### src/rtl/freelist_ckpt_pkg.sv
// Shared definitions for the checkpointed rename free list.
package freelist_ckpt_pkg;
  localparam int ARCH_REG_SZ  = 32;
  localparam int FL_DEPTH     = 32;
  localparam int FL_N         = 3;
  localparam int FL_CKPT_NUM  = 4;
  localparam int FL_PHYS_BASE = ARCH_REG_SZ;
  localparam int FL_PW        = $clog2(FL_PHYS_BASE + FL_DEPTH);
  localparam int FL_PTRW      = $clog2(FL_DEPTH) + 1;
  localparam int FL_CW        = $clog2(FL_CKPT_NUM);

  typedef logic [FL_PTRW-1:0] FL_PTR_T;

  typedef struct packed {
    logic [FL_PW-1:0] reg_idx;
    logic             valid;
  } FREE_LIST_PACKET;
endpackage

### src/rtl/freelist_ckpt_if.sv
// Rename/retire/branch-stack port bundle of the free list.
interface freelist_ckpt_if
  import freelist_ckpt_pkg::*;
#(
  parameter int DEPTH     = FL_DEPTH,
  parameter int N         = FL_N,
  parameter int CKPT_NUM  = FL_CKPT_NUM,
  parameter int PHYS_BASE = FL_PHYS_BASE
);
  localparam int PW   = $clog2(PHYS_BASE + DEPTH);
  localparam int CW   = $clog2(CKPT_NUM);
  localparam int RW   = $clog2(N + 1);
  localparam int CNTW = $clog2(DEPTH + 1);

  logic [RW-1:0]          alloc_req_num;
  logic                   alloc_ok;
  logic [N-1:0][PW-1:0]   alloc_reg;
  logic [N-1:0]           free_valid;
  logic [N-1:0][PW-1:0]   free_reg;
  logic [CNTW-1:0]        num_avail;
  logic                   ckpt_save;
  logic                   ckpt_release;
  logic [CW-1:0]          ckpt_rel_id;
  logic                   ckpt_restore;
  logic [CW-1:0]          ckpt_id;
  logic [CKPT_NUM-1:0]    ckpt_valid;
  logic                   err_overflow;

  modport master (
    output alloc_req_num, free_valid, free_reg, ckpt_save, ckpt_release,
           ckpt_rel_id, ckpt_restore, ckpt_id,
    input  alloc_ok, alloc_reg, num_avail, ckpt_valid, err_overflow
  );

  modport slave (
    input  alloc_req_num, free_valid, free_reg, ckpt_save, ckpt_release,
           ckpt_rel_id, ckpt_restore, ckpt_id,
    output alloc_ok, alloc_reg, num_avail, ckpt_valid, err_overflow
  );
endinterface

### src/rtl/freelist_compact.sv
// N-lane mask compactor: per-lane prefix offset of set bits plus total popcount.
module freelist_compact #(
  parameter int N  = 3,
  parameter int OW = $clog2(N + 1)
)(
  input  logic [N-1:0]         mask,
  output logic [N-1:0][OW-1:0] offset,
  output logic [OW-1:0]        count
);
  logic [OW-1:0] acc;

  always_comb begin
    acc    = '0;
    offset = '0;
    for (int i = 0; i < N; i++) begin
      offset[i] = acc;
      acc       = acc + OW'(mask[i]);
    end
    count = acc;
  end
endmodule

### src/rtl/freelist_ckpt.sv
// Circular physical-register free list with head checkpoints for branch recovery.
// Optional FREELIST_DEBUG_EN exposes internal state ports and a grant trace.
module freelist_ckpt
  import freelist_ckpt_pkg::*;
#(
  parameter int DEPTH     = FL_DEPTH,
  parameter int N         = FL_N,
  parameter int CKPT_NUM  = FL_CKPT_NUM,
  parameter int PHYS_BASE = FL_PHYS_BASE
)(
  input logic            clock,
  input logic            reset_n,
  freelist_ckpt_if.slave fl
`ifdef FREELIST_DEBUG_EN
  ,
  output logic [DEPTH-1:0][$clog2(PHYS_BASE+DEPTH)-1:0] debug_entries,
  output logic [$clog2(DEPTH):0]                        debug_head,
  output logic [$clog2(DEPTH):0]                        debug_tail,
  output logic [CKPT_NUM-1:0][$clog2(DEPTH):0]          debug_ckpt
`endif
);
  localparam int PW   = $clog2(PHYS_BASE + DEPTH);
  localparam int PTRW = $clog2(DEPTH) + 1;
  localparam int IW   = PTRW - 1;
  localparam int RW   = $clog2(N + 1);

  typedef logic [PTRW-1:0] ptr_t;

  logic [PW-1:0]        entries [DEPTH];
  ptr_t                 head, tail;
  ptr_t                 ckpt_ptr [CKPT_NUM];
  logic [CKPT_NUM-1:0]  ckpt_vld;
  logic                 err_q;

  ptr_t                 occ, head_nxt, occ_nxt, space, free_cnt_p, tail_add, save_ptr;
  logic                 restore_hit, grant, overflow;
  logic [N-1:0][RW-1:0] lane_off;
  logic [RW-1:0]        free_cnt;
  logic [N-1:0]         lane_acc;
  logic [N-1:0][IW-1:0] wr_idx;

  freelist_compact #(.N(N), .OW(RW)) u_compact (
    .mask   (fl.free_valid),
    .offset (lane_off),
    .count  (free_cnt)
  );

  assign occ         = tail - head;
  assign restore_hit = fl.ckpt_restore && ckpt_vld[fl.ckpt_id];
  assign grant       = (occ >= PTRW'(fl.alloc_req_num)) && !restore_hit;
  assign save_ptr    = head + (grant ? PTRW'(fl.alloc_req_num) : '0);
  assign head_nxt    = restore_hit ? ckpt_ptr[fl.ckpt_id] : save_ptr;

  // Room for frees is measured against the head that will exist after this
  // edge, so a same-cycle allocation or restore is accounted for.
  assign occ_nxt    = tail - head_nxt;
  assign space      = (occ_nxt >= PTRW'(DEPTH)) ? '0 : PTRW'(DEPTH) - occ_nxt;
  assign free_cnt_p = PTRW'(free_cnt);
  assign overflow   = free_cnt_p > space;
  assign tail_add   = overflow ? space : free_cnt_p;

  for (genvar i = 0; i < N; i++) begin : g_lane
    ptr_t rd_ptr, wr_ptr;
    assign rd_ptr          = head + PTRW'(i);
    assign fl.alloc_reg[i] = entries[rd_ptr[IW-1:0]];
    assign wr_ptr          = tail + PTRW'(lane_off[i]);
    assign wr_idx[i]       = wr_ptr[IW-1:0];
    assign lane_acc[i]     = fl.free_valid[i] && (PTRW'(lane_off[i]) < space);
  end

  assign fl.alloc_ok     = grant;
  assign fl.num_avail    = occ;
  assign fl.ckpt_valid   = ckpt_vld;
  assign fl.err_overflow = err_q;

  always_ff @(posedge clock or negedge reset_n) begin
    if (!reset_n) begin
      head  <= '0;
      tail  <= PTRW'(DEPTH);
      err_q <= 1'b0;
      for (int i = 0; i < DEPTH; i++) entries[i] <= PW'(PHYS_BASE + i);
    end else begin
      head <= head_nxt;
      tail <= tail + tail_add;
      if (overflow) err_q <= 1'b1;
      for (int i = 0; i < N; i++)
        if (lane_acc[i]) entries[wr_idx[i]] <= fl.free_reg[i];
    end
  end

  // A taken restore squashes every younger branch, so all slots drop.
  always_ff @(posedge clock or negedge reset_n) begin
    if (!reset_n) begin
      ckpt_vld <= '0;
      for (int i = 0; i < CKPT_NUM; i++) ckpt_ptr[i] <= '0;
    end else if (restore_hit) begin
      ckpt_vld <= '0;
    end else begin
      if (fl.ckpt_release) ckpt_vld[fl.ckpt_rel_id] <= 1'b0;
      if (fl.ckpt_save) begin
        ckpt_vld[fl.ckpt_id] <= 1'b1;
        ckpt_ptr[fl.ckpt_id] <= save_ptr;
      end
    end
  end

`ifdef FREELIST_DEBUG_EN
  for (genvar i = 0; i < DEPTH; i++) begin : g_dbg_ent
    assign debug_entries[i] = entries[i];
  end
  for (genvar i = 0; i < CKPT_NUM; i++) begin : g_dbg_ck
    assign debug_ckpt[i] = ckpt_ptr[i];
  end
  assign debug_head = head;
  assign debug_tail = tail;
`ifndef DC
  always @(negedge clock) begin
    if (reset_n && grant)
      for (int i = 0; i < N; i++)
        if (i < int'(fl.alloc_req_num))
          $display("%0t freelist grant lane %0d preg %0d", $time, i, fl.alloc_reg[i]);
  end
`endif
`endif
endmodule

### src/flat_wrapper.sv
// flat-port wrapper written by rule: the top's interface ports become plain ports
module freelist_ckpt_flat import freelist_ckpt_pkg::*;
#(
  parameter int DEPTH     = FL_DEPTH,
  parameter int N         = FL_N,
  parameter int CKPT_NUM  = FL_CKPT_NUM,
  parameter int PHYS_BASE = FL_PHYS_BASE
)
  (clock, reset_n, fl_alloc_req_num, fl_free_valid, fl_free_reg, fl_ckpt_save, fl_ckpt_release, fl_ckpt_rel_id, fl_ckpt_restore, fl_ckpt_id, fl_alloc_ok, fl_alloc_reg, fl_num_avail, fl_ckpt_valid, fl_err_overflow);
  freelist_ckpt_if #(.DEPTH(DEPTH), .N(N), .CKPT_NUM(CKPT_NUM), .PHYS_BASE(PHYS_BASE)) fl_i ();
  input logic clock;
  input logic reset_n;
  input wire logic [$bits(fl_i.alloc_req_num)-1:0] fl_alloc_req_num;
  input wire logic [$bits(fl_i.free_valid)-1:0] fl_free_valid;
  input wire logic [$bits(fl_i.free_reg)-1:0] fl_free_reg;
  input wire logic [$bits(fl_i.ckpt_save)-1:0] fl_ckpt_save;
  input wire logic [$bits(fl_i.ckpt_release)-1:0] fl_ckpt_release;
  input wire logic [$bits(fl_i.ckpt_rel_id)-1:0] fl_ckpt_rel_id;
  input wire logic [$bits(fl_i.ckpt_restore)-1:0] fl_ckpt_restore;
  input wire logic [$bits(fl_i.ckpt_id)-1:0] fl_ckpt_id;
  output wire logic [$bits(fl_i.alloc_ok)-1:0] fl_alloc_ok;
  output wire logic [$bits(fl_i.alloc_reg)-1:0] fl_alloc_reg;
  output wire logic [$bits(fl_i.num_avail)-1:0] fl_num_avail;
  output wire logic [$bits(fl_i.ckpt_valid)-1:0] fl_ckpt_valid;
  output wire logic [$bits(fl_i.err_overflow)-1:0] fl_err_overflow;
  assign fl_i.alloc_req_num = fl_alloc_req_num;
  assign fl_i.free_valid = fl_free_valid;
  assign fl_i.free_reg = fl_free_reg;
  assign fl_i.ckpt_save = fl_ckpt_save;
  assign fl_i.ckpt_release = fl_ckpt_release;
  assign fl_i.ckpt_rel_id = fl_ckpt_rel_id;
  assign fl_i.ckpt_restore = fl_ckpt_restore;
  assign fl_i.ckpt_id = fl_ckpt_id;
  assign fl_alloc_ok = fl_i.alloc_ok;
  assign fl_alloc_reg = fl_i.alloc_reg;
  assign fl_num_avail = fl_i.num_avail;
  assign fl_ckpt_valid = fl_i.ckpt_valid;
  assign fl_err_overflow = fl_i.err_overflow;
  freelist_ckpt #(.DEPTH(DEPTH), .N(N), .CKPT_NUM(CKPT_NUM), .PHYS_BASE(PHYS_BASE)) u_core (.clock(clock), .reset_n(reset_n), .fl(fl_i));
endmodule
### config.mk
export PLATFORM = sky130hd
export DESIGN_NAME = freelist_ckpt_flat
export DESIGN_NICKNAME = d
export VERILOG_FILES = /design/src/rtl/freelist_ckpt_pkg.sv /design/src/rtl/freelist_ckpt_if.sv /design/src/rtl/freelist_compact.sv /design/src/rtl/freelist_ckpt.sv /design/src/flat_wrapper.sv
export SDC_FILE = /design/constraint.sdc
export NUM_CORES = 1
export LEC_CHECK = 0
export CORE_UTILIZATION = 40
export DETAILED_ROUTE_END_ITERATION = 6
export GPL_ROUTABILITY_DRIVEN = 1
export PLACE_DENSITY_LB_ADDON = 0.15
export SLEW_MARGIN = 10
export SYNTH_ARGS = -nofsm -noshare
export SYNTH_HDL_FRONTEND = slang
export SYNTH_HIERARCHICAL = 1
export SYNTH_SLANG_ARGS = --single-unit
### constraint.sdc
create_clock -name clock -period 14.4 [get_ports clock]
set_input_delay 2.88 -clock clock [delete_from_list [all_inputs] [get_ports clock]]
set_output_delay 2.88 -clock clock [all_outputs]
set_load 0.02 [all_outputs]
==> flow_summary.ini <==
[sta]
rsz0062_at_grt = false
fmax_mhz = 94.7
final-setup-viol-count = 0
fin_tns_setup_ns = 0
slew_headroom_pct = -2.53
tightest_slew_ns = 1.53
fin_crit_ns = 10.56
layout_worst_path_cycle_share_pct = 73.4
slew_violations = 9
fin_skew_ns = 0.0302
postLayoutSetupSlackWorst_ns = 3.84
finalHoldViolCount = 0

[global_route]
grt_pass1_wl_mm = 129
gr-total-overflow = 0
antenna_found_initial = 2
gr-usage-all-layers_pct = 32.9
grt_pass1_vias = 18364
grt_max_degree = 146

[place]
numPortBuffers = 61
place.gp.congestion = 0.990
pre_cts_ws_ns = 3.44
dpl.hpwl_mm = 58.3

[floorplan]
fp-row-count = 83
fp.coreArea_mm2 = 0.0517
die_width_um = 232
ios = 62
start_util_pct = 40.9
die_area_mm2 = 0.0538
die_h_um = 232

[synth]
syn_avg_cell_area_um2 = 9.74
synthFlopType = dfrtp_1
synth_largest_area_cell = mux4_2
synth_top_area_share_pct = 17.5
ys_types = 77
ys_ff_latch = 233
synth_cells = 2170
seq_area_frac_synth_pct = 28.3
synth_area_leaders = mux4_2, dfrtp_1, dfstp_2
ys_warn_count = 6
async_flop_share_pct = 100
synth_edf_count = 0
synthesis.area_mm2 = 0.0211

[clocking]
clk_latency_ns = 0.62
post-cts-setup-buffers = 0
h-tree-depth = 1
cts_tree = yes
cts_hold_buf = 0
cts_buffer_depth = 3
cts-root-buf = clkbuf_16
cts-buffers-inserted = 29
cts_sinks = 233
clk_pin_slew_worst_paths_ns = 0.06
cts_resized = 0

[critical_path]
cp.arrival_ns = 11.06
cp_max_fo = 21
startpoint_type = primary input
critPathRequiredTime_ns = 14.89
crit_type = primary input to flip-flop
endpoint_kind = flip-flop

[routing]
wl_mm = 89.1
viasPerCell = 6.96
routedWlPerCell_um = 31.9
ant_nets = 0
drc = 0
first_pass_iters = 5
dr_total_vias = 19429
initialDrtViolationCount = 2492

[run]
drv_cap = 0

[cells_and_area]
regArea_mm2 = 0.00598
final_core_utilization_pct = 44.8
nets = 2161
area_growth_pct = 9.65
fill_cells = 4887
multiInputGateArea_mm2 = 0.0142
drive_above_1_share_pct = 23.5

[outcome]
status = finished with violations
violations = max-slew violations

[worst_hold_path]
hp-class = flip-flop to flip-flop
[synth_stat cells (7+ instances only)]
cell / number
a21oi_1: 362
mux2i_1: 182
clkbuf_1: 173
mux4_2: 164
nor2_1: 125
dfrtp_1: 120
dfstp_2: 113
a22o_1: 112
nand2_1: 67
nor3_1: 65
nand3_1: 58
o21ai_0: 56
a21boi_0: 44
a31oi_1: 38
ha_1: 35
mux2_2: 32
inv_1: 26
or2_2: 23
xnor2_1: 22
and3_1: 21
o22ai_1: 21
buf_2: 20
a211o_1: 18
a211oi_1: 18
buf_1: 18
nand2b_1: 18
nor3b_1: 17
a21o_1: 16
nor4_1: 13
a21boi_1: 12
o31ai_1: 12
o2111ai_1: 10
or4_1: 9
fa_1: 8
o21ai_2: 8
or3_1: 8
a21oi_2: 7
and2_1: 7
buf_4: 7
[critical path: stages]
cell and delay, ns:
clkdlybuf4s50_1 0.90, nand2_1 0.29, o22ai_4 0.48, nor2_1 0.14, and2_1 0.19, ha_1 0.21, fa_1 0.44, xnor2_1 0.38
o21a_1 0.21, ha_1 0.28, and3b_1 0.20, o21a_1 0.20, o21a_1 0.21, nor2_1 0.17, xor2_1 0.48, and2_1 0.22
inv_1 0.10, ha_1 0.28, o21bai_1 0.33, nor3_1 0.12, mux2i_1 0.33, nand3_1 0.70, nor3_1 0.85, a211oi_1 0.11
o31ai_1 0.32
[area by class of cell]
cell class | count | area share (%)
multi-input cells | 1686 | 61.5
flip-flops and latches | 233 | 25.8
repair buffers | 106 | 4.22
clock buffers | 47 | 3.98
well taps | 680 | 3.67
inverters | 30 | 0.486
clock inverters | 7 | 0.335
diodes | 2 | 0.0216
[cells in the final DEF (no fill, tap or decap), types with 20 or more instances in the layout]
| cell type | n |
|---|---|
| ha_1 | 34 |
| mux4_2 | 164 |
| a21boi_0 | 44 |
| a31oi_1 | 38 |
| o22ai_1 | 21 |
| a21oi_1 | 362 |
| dfrtp_1 | 118 |
| dfstp_2 | 113 |
| clkbuf_16 | 29 |
| and3_1 | 21 |
| inv_1 | 26 |
| nand3_1 | 58 |
| xnor2_1 | 20 |
| a22o_1 | 112 |
| mux2i_1 | 182 |
| or2_2 | 23 |
| nand2_1 | 67 |
| clkdlybuf4s50_1 | 60 |
| nor3_1 | 64 |
| o21ai_0 | 56 |
| nor2_1 | 109 |
| buf_4 | 43 |
| mux2_2 | 32 |
[routing by layer]
metal  up-vias  global-route usage (%)  part of all wire, %
li1       8223                       -                    -
met1      9795                    45.6                   40
met2      1188                    48.2                   43
met3       223                    7.53                   11
met4         0                    15.9                  5.4
met5         -                       0                    0
[path summary, 6_finish.rpt]
kind | slack [ns] | to | cells past startpoint | startpoint
max | 3.84 | u_core/entries[1] | 25 | fl_ckpt_id[0]
min | 0.47 | u_core/fl.err_overflow | 1 | u_core/fl.err_overflow
max reg2reg | 5.17 | u_core/entries[1] | 28 | u_core/head[3]
min reg2reg | 0.47 | u_core/fl.err_overflow | 1 | u_core/fl.err_overflow
max in group asynchronous | 10.77 | u_core/entries[177] | 2 | reset_n
min in group asynchronous | 2.29 | u_core/ckpt_ptr[15] | 1 | reset_n
[per-stage QoR]
step / cell area, µm² / hold slack (ns) / instances
floorplan: 21100 / 0.445 / 2174
global placement: 22200 / 0.464 / 2735
detailed placement: 22200 / 0.463 / 2735
CTS: 23200 / 0.477 / 2789
global route: 23200 / 0.501 / 2789
finish: 23200 / 0.472 / 2791
[state kept, by name, indices dropped and copies added (netlist names)]
signal,count
u_core/tail,6
u_core/fl.err_overflow,1
u_core/ckpt_ptr,24
u_core/entries,192
u_core/head,6
u_core/fl.ckpt_valid,4
[logic make-up after synthesis]
logic type,after synthesis,share of synthesized area [%]
other,2,0.0355
buffers and inverters,255,4.99
xor gates and xnor gates,28,1.16
adders and majority gates,43,2.83
and+or+nand+nor,454,11.1
muxes,380,28.0
DFF,233,28.3
AOI/OAI and AO/OA,775,23.7
Power is not shown: default switching activity piles up to over one toggle a cycle in this logic, so the estimate is an artifact.
